[src/rtl/nanorv32_code_ahb_slave.sv]
// Read-only AHB-Lite slave in front of a synchronous code SRAM.
// Good word reads stream at one per cycle when WAIT_STATES=0; everything else gets a two-cycle ERROR.
module nanorv32_code_ahb_slave #(
    parameter int          MEM_AWIDTH  = 12,
    parameter int          WAIT_STATES = 0,
    parameter logic [31:0] BASE_ADDR   = 32'h0000_0000
) (
    input  logic                  clk,
    input  logic                  rst_n,
    input  logic                  hsel,
    input  logic [31:0]           haddr,
    input  logic [1:0]            htrans,
    input  logic                  hwrite,
    input  logic [2:0]            hsize,
    input  logic                  hready,
    output logic                  hreadyout,
    output logic                  hresp,
    output logic [31:0]           hrdata,
    output logic                  mem_en,
    output logic [MEM_AWIDTH-1:0] mem_addr,
    input  logic [31:0]           mem_rdata,
    output logic [7:0]            err_count
);

    localparam logic [2:0] S_IDLE = 3'd0;
    localparam logic [2:0] S_WAIT = 3'd1;
    localparam logic [2:0] S_DATA = 3'd2;
    localparam logic [2:0] S_ERR1 = 3'd3;
    localparam logic [2:0] S_ERR2 = 3'd4;

    localparam logic [32:0] WIN_BYTES = 33'd1 << (MEM_AWIDTH + 2);
    localparam logic [3:0]  WAIT_INIT = 4'(WAIT_STATES);

    logic [2:0]  state, state_nxt;
    logic [3:0]  wait_cnt, wait_cnt_nxt;
    logic [32:0] offset;
    logic        addr_phase, active, accept, good;

    // Only states that drive hreadyout=1 can host an address phase, so a
    // stray hready during our own stall can never start a new transfer.
    assign addr_phase = (state == S_IDLE) || (state == S_DATA) || (state == S_ERR2);
    assign active     = (htrans == 2'b10) || (htrans == 2'b11);
    assign accept     = rst_n & addr_phase & hsel & active & hready;

    // 33-bit difference: an address below the base wraps to bit 32 set and
    // therefore also fails the single upper-bound compare.
    assign offset   = {1'b0, haddr} - {1'b0, BASE_ADDR};
    assign good     = !hwrite && (hsize == 3'b010) && (haddr[1:0] == 2'b00) && (offset < WIN_BYTES);
    assign mem_en   = accept & good;
    assign mem_addr = offset[MEM_AWIDTH+1:2];

    assign hreadyout = !((state == S_WAIT) || (state == S_ERR1));
    assign hresp     = (state == S_ERR1) || (state == S_ERR2);
    assign hrdata    = (state == S_DATA) ? mem_rdata : 32'h0;

    always_comb begin
        state_nxt    = state;
        wait_cnt_nxt = wait_cnt;
        case (state)
            S_WAIT: begin
                wait_cnt_nxt = (wait_cnt == 4'd0) ? 4'd0 : wait_cnt - 4'd1;
                if (wait_cnt <= 4'd1)
                    state_nxt = S_DATA;
            end
            S_ERR1: state_nxt = S_ERR2;
            default: begin
                state_nxt = S_IDLE;
                if (accept) begin
                    if (!good) begin
                        state_nxt = S_ERR1;
                    end else if (WAIT_STATES == 0) begin
                        state_nxt = S_DATA;
                    end else begin
                        state_nxt    = S_WAIT;
                        wait_cnt_nxt = WAIT_INIT;
                    end
                end
            end
        endcase
    end

    always_ff @(posedge clk or negedge rst_n) begin
        if (!rst_n) begin
            state     <= S_IDLE;
            wait_cnt  <= 4'd0;
            err_count <= 8'h00;
        end else begin
            state    <= state_nxt;
            wait_cnt <= wait_cnt_nxt;
            if (accept && !good && (err_count != 8'hFF))
                err_count <= err_count + 8'd1;
        end
    end

endmodule

[config.mk]
export PLATFORM = sky130hd
export DESIGN_NAME = nanorv32_code_ahb_slave
export DESIGN_NICKNAME = d
export VERILOG_FILES = /design/src/rtl/nanorv32_code_ahb_slave.sv
export SDC_FILE = /design/constraint.sdc
export NUM_CORES = 1
export LEC_CHECK = 0
export ABC_CLOCK_PERIOD_IN_PS = 2400
export CAP_MARGIN = 5
export CORE_AREA = 2 2 64 66
export CTS_CLUSTER_SIZE = 24
export DETAILED_ROUTE_END_ITERATION = 10
export DIE_AREA = 0 0 66 68
export PLACE_DENSITY = 0.84
export SYNTH_ARGS = -nofsm -noshare
export SYNTH_HDL_FRONTEND = slang
export SYNTH_SLANG_ARGS = --single-unit
[constraint.sdc]
create_clock -name clk -period 2.4 [get_ports clk]
set_input_delay 0.6 -clock clk [delete_from_list [all_inputs] [get_ports clk]]
set_output_delay 0.6 -clock clk [all_outputs]
set_load 0.005 [all_outputs]
==> impl_metrics.xml, run 1 <==
<?xml version="1.0" encoding="UTF-8"?>
<metrics>
  <group name="power_and_ir_drop">
    <metric name="sequentialPowerShare" unit="%">40.1</metric>
    <metric name="clock_power_share" unit="%">24.9</metric>
    <metric name="power.total" unit="W">0.0008236</metric>
    <metric name="irDropWorstVdd" unit="V">0.0005141</metric>
    <metric name="net-switching-power" unit="W">0.0002241</metric>
    <metric name="power_frac_comb" unit="%">35.0</metric>
    <metric name="leak" unit="nW">1.367</metric>
    <metric name="switching_part_of_the_total_power" unit="%">27.21</metric>
    <metric name="p_per_area" unit="mW/mm^2">354.5</metric>
    <metric name="power_report.internal_total" unit="W">0.0005995</metric>
  </group>
  <group name="detailed_routing">
    <metric name="route.detailed.drc" unit="">0</metric>
    <metric name="route.layer.met1.wl" unit="mm">1.291</metric>
    <metric name="route.detailed.wl_per_inst" unit="um">12.45</metric>
    <metric name="wl_met2" unit="mm">1.841</metric>
    <metric name="routed_via_density" unit="">4.406</metric>
    <metric name="firstDrtPassIters" unit="">4</metric>
    <metric name="postRouteWirelength" unit="mm">3.499</metric>
    <metric name="number_of_drc_markers_in_iteration_0" unit="">12</metric>
    <metric name="detailroute.via_count" unit="">1238</metric>
    <metric name="route.top_layer_used" unit="">met4</metric>
    <metric name="postRouteAntennaNets" unit="">0</metric>
    <metric name="dr_wl_met3" unit="um">336</metric>
  </group>
  <group name="setup_path">
    <metric name="rr_startpoint" unit="">state[2]$_DFFE_PN0P_</metric>
    <metric name="timing.reg2reg.setup_slack" unit="ns">0.78</metric>
    <metric name="endpoint_kind" unit="">primary output</metric>
    <metric name="crit-reg2reg-capture" unit="">wait_cnt[2]$_DFFE_PN0P_</metric>
    <metric name="crit_path_start_kind" unit="">input port</metric>
    <metric name="data_required_critical_path" unit="ns">1.80</metric>
    <metric name="timing_worst_setup_path_type" unit="">in -&gt; out</metric>
    <metric name="path_max_fanout" unit="">2</metric>
    <metric name="cp_data_arrival_time" unit="ns">1.75</metric>
    <metric name="worst_r2r_path_depth" unit="">4</metric>
  </group>
  <group name="sta">
    <metric name="timing_max_transition_violations_final" unit="">0</metric>
    <metric name="max_freq" unit="GHz">0.4261</metric>
    <metric name="whs" unit="ns">0.5120</metric>
    <metric name="finalSetupViolCount" unit="">0</metric>
    <metric name="report.final.hold_viol_count" unit="">0</metric>
    <metric name="finalCriticalPeriod" unit="ns">2.347</metric>
    <metric name="tns" unit="ns">0</metric>
    <metric name="post-route-period-util" unit="%">97.79</metric>
    <metric name="worst_slack" unit="ns">0.05298</metric>
    <metric name="max_slew_margin" unit="%">82.67</metric>
    <metric name="tightest_slew" unit="ns">0.2587</metric>
    <metric name="finClkSkew" unit="ns">0.002918</metric>
  </group>
  <group name="floorplan">
    <metric name="placement_rows" unit="">23</metric>
    <metric name="die_y" unit="um">68</metric>
    <metric name="floorplan.initialDensity" unit="%">27.84</metric>
    <metric name="fp.dieW" unit="um">66</metric>
    <metric name="core_outline_area" unit="mm^2">0.003856</metric>
    <metric name="top_level_ports" unit="">129</metric>
    <metric name="die-area" unit="mm^2">0.004488</metric>
  </group>
  <group name="global_route">
    <metric name="aggregate_global_route_resource_usage" unit="%">14.98</metric>
    <metric name="grt_overflow" unit="">0</metric>
    <metric name="first_global_vias" unit="">1170</metric>
    <metric name="grt_start_max_net_pins" unit="">33</metric>
    <metric name="grt_pass1_wl" unit="mm">5.230</metric>
    <metric name="antenna_found_initial" unit="">0</metric>
  </group>
  <group name="synth">
    <metric name="dominantRegCellSynth" unit="">dfrtp_1</metric>
    <metric name="synth_top_area_share" unit="%">34.97</metric>
    <metric name="yosys_warnings" unit="">0</metric>
    <metric name="yosys_register_bits" unit="">15</metric>
    <metric name="post_synth.cell_area_avg" unit="um^2">8.728</metric>
    <metric name="synth_cell_types" unit="">31</metric>
    <metric name="syn_area" unit="mm^2">0.001074</metric>
    <metric name="edff_count_synth" unit="">0</metric>
    <metric name="yosys-top-cells-area" unit="">dfrtp_1, and2_1, buf_4</metric>
    <metric name="syn_inst" unit="">123</metric>
    <metric name="synthesis.nets" unit="">198</metric>
    <metric name="seq_area_frac_synth" unit="%">34.97</metric>
    <metric name="asr_flop_ratio_synth" unit="%">100.0</metric>
    <metric name="synth_top_area_cell" unit="">dfrtp_1</metric>
  </group>
  <group name="clock_network">
    <metric name="tritoncts.num_buffers" unit="">3</metric>
    <metric name="num_clock_sinks" unit="">15</metric>
    <metric name="clkLatencyLatePin" unit="ns">0.24</metric>
    <metric name="cts-root-buf" unit="">clkbuf_8</metric>
    <metric name="clkSlewWorstSetupHoldPaths" unit="ns">0.06</metric>
    <metric name="cts_tree" unit="">built</metric>
    <metric name="ctsHtreeMaxLevel" unit="">1</metric>
    <metric name="clockBufferDepth" unit="">2</metric>
  </group>
  <group name="finish">
    <metric name="post-route-cell-area" unit="mm^2">0.002323</metric>
    <metric name="register_area" unit="um^2">375.4</metric>
    <metric name="leading_cell_type_in_the_layout_fill_and_taps_excluded" unit="">clkdlybuf4s50_1</metric>
    <metric name="layout-area-overhead-vs-synth" unit="%">116.4</metric>
    <metric name="multi_input_comb_area" unit="um^2">675.6</metric>
    <metric name="n_antenna_cell" unit="">0</metric>
    <metric name="fillerInstances" unit="">333</metric>
    <metric name="mostFrequentLayoutCells" unit="">clkdlybuf4s50_1, and2_1, dlymetal6s2s_1, dfrtp_1, buf_4</metric>
    <metric name="total_number_of_nets_in_the_final_design" unit="">307</metric>
    <metric name="layout-drive-gt1-share" unit="%">21.65</metric>
  </group>
  <group name="hold_path">
    <metric name="min_to" unit="">err_count[7]$_DFFE_PN0P_</metric>
    <metric name="min_path_cells" unit="">1</metric>
    <metric name="min-delay-start" unit="">err_count[7]$_DFFE_PN0P_</metric>
    <metric name="min_path_type" unit="">reg -&gt; reg</metric>
  </group>
  <group name="placement">
    <metric name="dp.final_hpwl" unit="mm">2.712</metric>
    <metric name="place_congestion" unit="">0.7873</metric>
    <metric name="io_buffers" unit="">103</metric>
    <metric name="place_ws" unit="ns">-0.7785</metric>
    <metric name="total_cell_area_at_the_placement_stage" unit="mm^2">0.002143</metric>
  </group>
  <group name="status">
    <metric name="run_status" unit="">finished clean</metric>
  </group>
  <group name="flow_run">
    <metric name="drv_cap" unit="">0</metric>
  </group>
</metrics>
## sequential cells by signal, summed over array words and instances (netlist names)
signal     count
err_count      8
wait_cnt       4
state          3
## Yosys cell counts (all sizes together) (2+ instances only)
cell     n
nand3    2
inv      2
nand4    5
nand2    7
o21ai    3
xor2     5
or3      2
buf     12
mux2     2
nor2    10
nand2b   2
nor3     3
nor4     5
dfrtp   15
and2    32
a21o     2
clkbuf   3
## worst max path at each step
stage | start | end | cells past startpoint
2_1_floorplan | hsize[0] | mem_en | 4
3_3_place_gp | haddr[24] | mem_en | 6
3_5_place_dp | haddr[24] | mem_en | 6
4_1_cts | haddr[1] | mem_en | 6
5_1_grt | state[1]$_DFFE_PN0P_ | hrdata[26] | 5
6_report | haddr[0] | mem_en | 6
## per-stage QoR
stage | std cells | utilization [%]
2_1_floorplan | 123 | -
3_3_place_gp | 269 | 55.58
3_5_place_dp | 269 | 55.58
4_1_cts | 282 | 59.47
5_1_grt | 281 | 60.25
6_report | 281 | 60.25
## routing by layer
layer	vias to the layer above	global-route usage, %
li1	623	-
met1	558	17.04
met2	53	26.89
met3	4	3.947
met4	0	5.867
met5	-	0
## power groups by stage
| stage | Sequential (W) | Clock (W) | Combinational [W] |
|---|---|---|---|
| final | 0.000330 | 0.000205 | 0.000288 |
| after global routing | 0.000338 | 0.000218 | 0.000317 |
| after CTS | 0.000331 | 0.000207 | 0.000294 |
| after detailed placement | 0.000334 | 0 | 0.000289 |
| after global placement | 0.000331 | 0 | 0.000280 |
| after floorplan | 0.000329 | 0 | 0.0000890 |
## area by class of cell
class,count,share of cell area (%)
Clock buffer,4,1.939
Multi-Input combinational cell,91,29.08
Inverter,2,0.3231
Sequential cell,15,16.16
Timing Repair Buffer,119,49.81
Tap cell,50,2.693
## cells by family (layout without fill, tap and decap cells)
kind of cell | after synthesis | after routing | synth area share [%]
AO/OA/AOI/OAI | 10 | 10 | 7.343
XOR/XNOR | 6 | 6 | 4.895
adder cells (fa/ha/maj) | 1 | 1 | 1.165
buffers and inverters | 17 | 125 | 10.14
flip-flops | 15 | 15 | 34.97
multiplexers | 2 | 2 | 2.098
AND/OR/NAND/NOR | 72 | 72 | 39.40
## worst max-delay path: stages
cell	delay, ns
clkdlybuf4s50_1	0.41
nor4_2	0.15
nand2_1	0.12
or2_4	0.26
nor2_4	0.10
buf_2	0.11
## timing repair
action	in CTS	in global routing
resized for setup	43	45
setup buffers	13	0
pin swaps	11	11
hold endpoints to repair	0	0
hold buffers	0	0
setup endpoints to repair	1	40
Power figures use the tool's default switching activity.
==> run 2: changes to the inputs <==
Settings changed: CORE_AREA 2 2 64 66 to 4 4 66 68, DIE_AREA 0 0 66 68 to 0 0 70 72.
==> impl_metrics.xml, run 2 (synthesis gave the netlist of run 1 again) <==
<?xml version="1.0" encoding="UTF-8"?>
<metrics>
  <group name="placement">
    <metric name="total_cell_area_at_the_placement_stage" unit="mm^2">0.002136</metric>
    <metric name="place_congestion" unit="">0.7754</metric>
    <metric name="numPlacedInstances" unit="">268</metric>
    <metric name="io_buffers" unit="">103</metric>
    <metric name="dp.final_hpwl" unit="mm">2.881</metric>
  </group>
  <group name="setup_path">
    <metric name="timing_worst_setup_path_type" unit="">reg -&gt; out</metric>
    <metric name="cp_data_arrival_time" unit="ns">1.74</metric>
    <metric name="crit_path_end" unit="">hrdata[24]</metric>
    <metric name="cp-startpoint" unit="">state[2]$_DFFE_PN0P_</metric>
    <metric name="crit-reg2reg-capture" unit="">wait_cnt[2]$_DFFE_PN0P_</metric>
    <metric name="crit_path_start_kind" unit="">flip-flop</metric>
    <metric name="timing.reg2reg.setup_slack" unit="ns">0.79</metric>
    <metric name="worst_r2r_path_depth" unit="">4</metric>
    <metric name="path_max_fanout" unit="">32</metric>
    <metric name="rr_startpoint" unit="">state[2]$_DFFE_PN0P_</metric>
    <metric name="data_required_critical_path" unit="ns">1.80</metric>
    <metric name="endpoint_kind" unit="">primary output</metric>
  </group>
  <group name="finish">
    <metric name="layout-drive-gt1-share" unit="%">19.05</metric>
    <metric name="mostFrequentLayoutCells" unit="">clkdlybuf4s50_1, and2_1, dlymetal6s2s_1, dfrtp_1, buf_4</metric>
    <metric name="largest_reg_flops" unit="">8</metric>
    <metric name="largest_registers" unit="">err_count: 8 flops, wait_cnt: 4 flops, state: 3 flops</metric>
    <metric name="stdcell_count" unit="">281</metric>
    <metric name="n_antenna_cell" unit="">0</metric>
    <metric name="post-route-cell-area" unit="mm^2">0.002337</metric>
    <metric name="largest-register" unit="">err_count</metric>
    <metric name="leading_cell_type_in_the_layout_fill_and_taps_excluded" unit="">clkdlybuf4s50_1</metric>
    <metric name="layout-area-overhead-vs-synth" unit="%">117.7</metric>
    <metric name="total_number_of_nets_in_the_final_design" unit="">307</metric>
    <metric name="fillerInstances" unit="">333</metric>
  </group>
  <group name="clock_network">
    <metric name="ctsHtreeMaxLevel" unit="">1</metric>
    <metric name="tritoncts.num_buffers" unit="">3</metric>
    <metric name="clkSlewWorstSetupHoldPaths" unit="ns">0.06</metric>
    <metric name="cts-root-buf" unit="">clkbuf_8</metric>
    <metric name="clockBufferDepth" unit="">2</metric>
    <metric name="postCtsHoldBufs" unit="">0</metric>
    <metric name="cts_tree" unit="">built</metric>
    <metric name="clkLatencyLatePin" unit="ns">0.25</metric>
    <metric name="num_clock_sinks" unit="">15</metric>
  </group>
  <group name="power_and_ir_drop">
    <metric name="leak" unit="nW">1.289</metric>
    <metric name="p_per_area" unit="mW/mm^2">361.0</metric>
    <metric name="sequentialPowerShare" unit="%">40.0</metric>
    <metric name="irDropWorstVdd" unit="V">0.0005623</metric>
    <metric name="power_frac_comb" unit="%">35.6</metric>
    <metric name="net-switching-power" unit="W">0.0002374</metric>
    <metric name="switching_part_of_the_total_power" unit="%">28.14</metric>
    <metric name="power_report.internal_total" unit="W">0.0006063</metric>
    <metric name="clock_power_share" unit="%">24.4</metric>
  </group>
  <group name="sta">
    <metric name="report.final.hold_viol_count" unit="">0</metric>
    <metric name="post-route-period-util" unit="%">97.63</metric>
    <metric name="whs" unit="ns">0.4982</metric>
    <metric name="finClkSkew" unit="ns">0.004004</metric>
    <metric name="tightest_slew" unit="ns">0.2443</metric>
    <metric name="timing_max_transition_violations_final" unit="">0</metric>
    <metric name="finalSetupViolCount" unit="">0</metric>
    <metric name="max_slew_margin" unit="%">83.63</metric>
    <metric name="max_freq" unit="GHz">0.4268</metric>
    <metric name="finalCriticalPeriod" unit="ns">2.343</metric>
    <metric name="rsz0062_at_grt" unit="">true</metric>
  </group>
  <group name="global_route">
    <metric name="first_global_vias" unit="">1254</metric>
    <metric name="antenna_found_initial" unit="">0</metric>
    <metric name="grt_start_max_net_pins" unit="">33</metric>
    <metric name="grt_overflow" unit="">0</metric>
    <metric name="aggregate_global_route_resource_usage" unit="%">14.11</metric>
    <metric name="grt_pass1_wl" unit="mm">5.865</metric>
  </group>
  <group name="status">
    <metric name="run_status" unit="">finished clean</metric>
  </group>
  <group name="floorplan">
    <metric name="core_outline_area" unit="mm^2">0.003856</metric>
    <metric name="die-area" unit="mm^2">0.005040</metric>
    <metric name="floorplan.initialDensity" unit="%">27.84</metric>
    <metric name="fp.dieW" unit="um">70</metric>
    <metric name="die_y" unit="um">72</metric>
    <metric name="placement_rows" unit="">23</metric>
    <metric name="top_level_ports" unit="">129</metric>
  </group>
  <group name="detailed_routing">
    <metric name="route.detailed.wl_per_inst" unit="um">13.42</metric>
    <metric name="postRouteWirelength" unit="mm">3.772</metric>
    <metric name="postRouteAntennaNets" unit="">0</metric>
    <metric name="routed_via_density" unit="">4.399</metric>
    <metric name="route.detailed.drc" unit="">0</metric>
    <metric name="detailroute.via_count" unit="">1236</metric>
    <metric name="number_of_drc_markers_in_iteration_0" unit="">29</metric>
    <metric name="firstDrtPassIters" unit="">4</metric>
  </group>
  <group name="hold_path">
    <metric name="min_path_type" unit="">reg -&gt; reg</metric>
  </group>
  <group name="flow_run">
    <metric name="drv_cap" unit="">0</metric>
  </group>
</metrics>
-- run 2: cell count changes in the layout (fill, tap and decap cells not counted), sizes merged --
cell and change:
clkdlybuf4s50 +6, dlygate4sd2 +2, dlymetal6s2s -5, buf +2, clkinv +1, clkdlybuf4s15 +4, clkbuf -10
-- run 2: layout make-up --
type                            instances  area, um^2  area share, %
Sequential cell                        15       375.4          16.06
Clock inverter                          1       5.005         0.2141
Inverter                                2       7.507         0.3212
Tap cell                               50       62.56          2.677
Timing Repair Buffer                  119        1174          50.21
Multi-Input combinational cell         91       671.9          28.75
Clock buffer                            3       41.29          1.767
-- run 2: through the flow --
step	setup WS (ns)	power [W]	setup TNS (ns)	utilization (%)
6_report	0.05697	0.0008437	0	60.61
5_1_grt	-0.01810	0.0008962	-0.04541	60.61
4_1_cts	0.0005025	0.0008381	0	59.57
3_5_place_dp	-0.7495	0.0006224	-0.9675	55.39
3_3_place_gp	-0.7517	0.0006116	-0.9083	55.39
2_1_floorplan	0.3287	0.0004181	0	-
-- run 2: power by group through the flow --
stage	Sequential (W)	Combinational [W]	Clock, W
after floorplan	0.000329	0.0000890	0
after global placement	0.000331	0.000281	0
after detailed placement	0.000335	0.000288	0
after CTS	0.000331	0.000295	0.000213
after global routing	0.000344	0.000328	0.000225
final	0.000337	0.000300	0.000206
-- run 2: worst min-delay path by stage --
| stage | from | endpoint | slack, ns | cells past startpoint |
|---|---|---|---|---|
| 2_1_floorplan | rst_n | err_count[0]$_DFFE_PN0P_ | 0.30 | 0 |
| 4_1_cts | wait_cnt[0]$_DFFE_PN0P_ | wait_cnt[0]$_DFFE_PN0P_ | 0.50 | 1 |
| 6_report | wait_cnt[0]$_DFFE_PN0P_ | wait_cnt[0]$_DFFE_PN0P_ | 0.50 | 1 |
| 3_3_place_gp | wait_cnt[0]$_DFFE_PN0P_ | wait_cnt[0]$_DFFE_PN0P_ | 0.47 | 1 |
| 5_1_grt | err_count[4]$_DFFE_PN0P_ | err_count[4]$_DFFE_PN0P_ | 0.53 | 1 |
| 3_5_place_dp | wait_cnt[0]$_DFFE_PN0P_ | wait_cnt[0]$_DFFE_PN0P_ | 0.49 | 1 |
-- run 2: metal layers --
metal	wire (um)	part of all wire (%)	track usage (%)	vias up
met5	0	0	0	-
met4	29	0.77	3.404	0
met3	220	5.8	2.770	4
met2	2058	55	28.12	52
met1	1463	39	15.17	559
li1	-	-	-	621
-- run 2: timing repair --
action	4_1_cts	5_1_grt
endpoints found under the setup margin	1	40
buffers inserted	15	0
gates resized for setup	51	20
endpoints found under the hold margin	0	0
pin swaps	11	7
-- run 2: worst max-delay path: stages (launching register included) --
cell and delay (ns):
dfrtp_1 0.43, nor3_2 0.24, buf_12 0.19, and2_1 0.14, clkdlybuf4s50_1 0.49
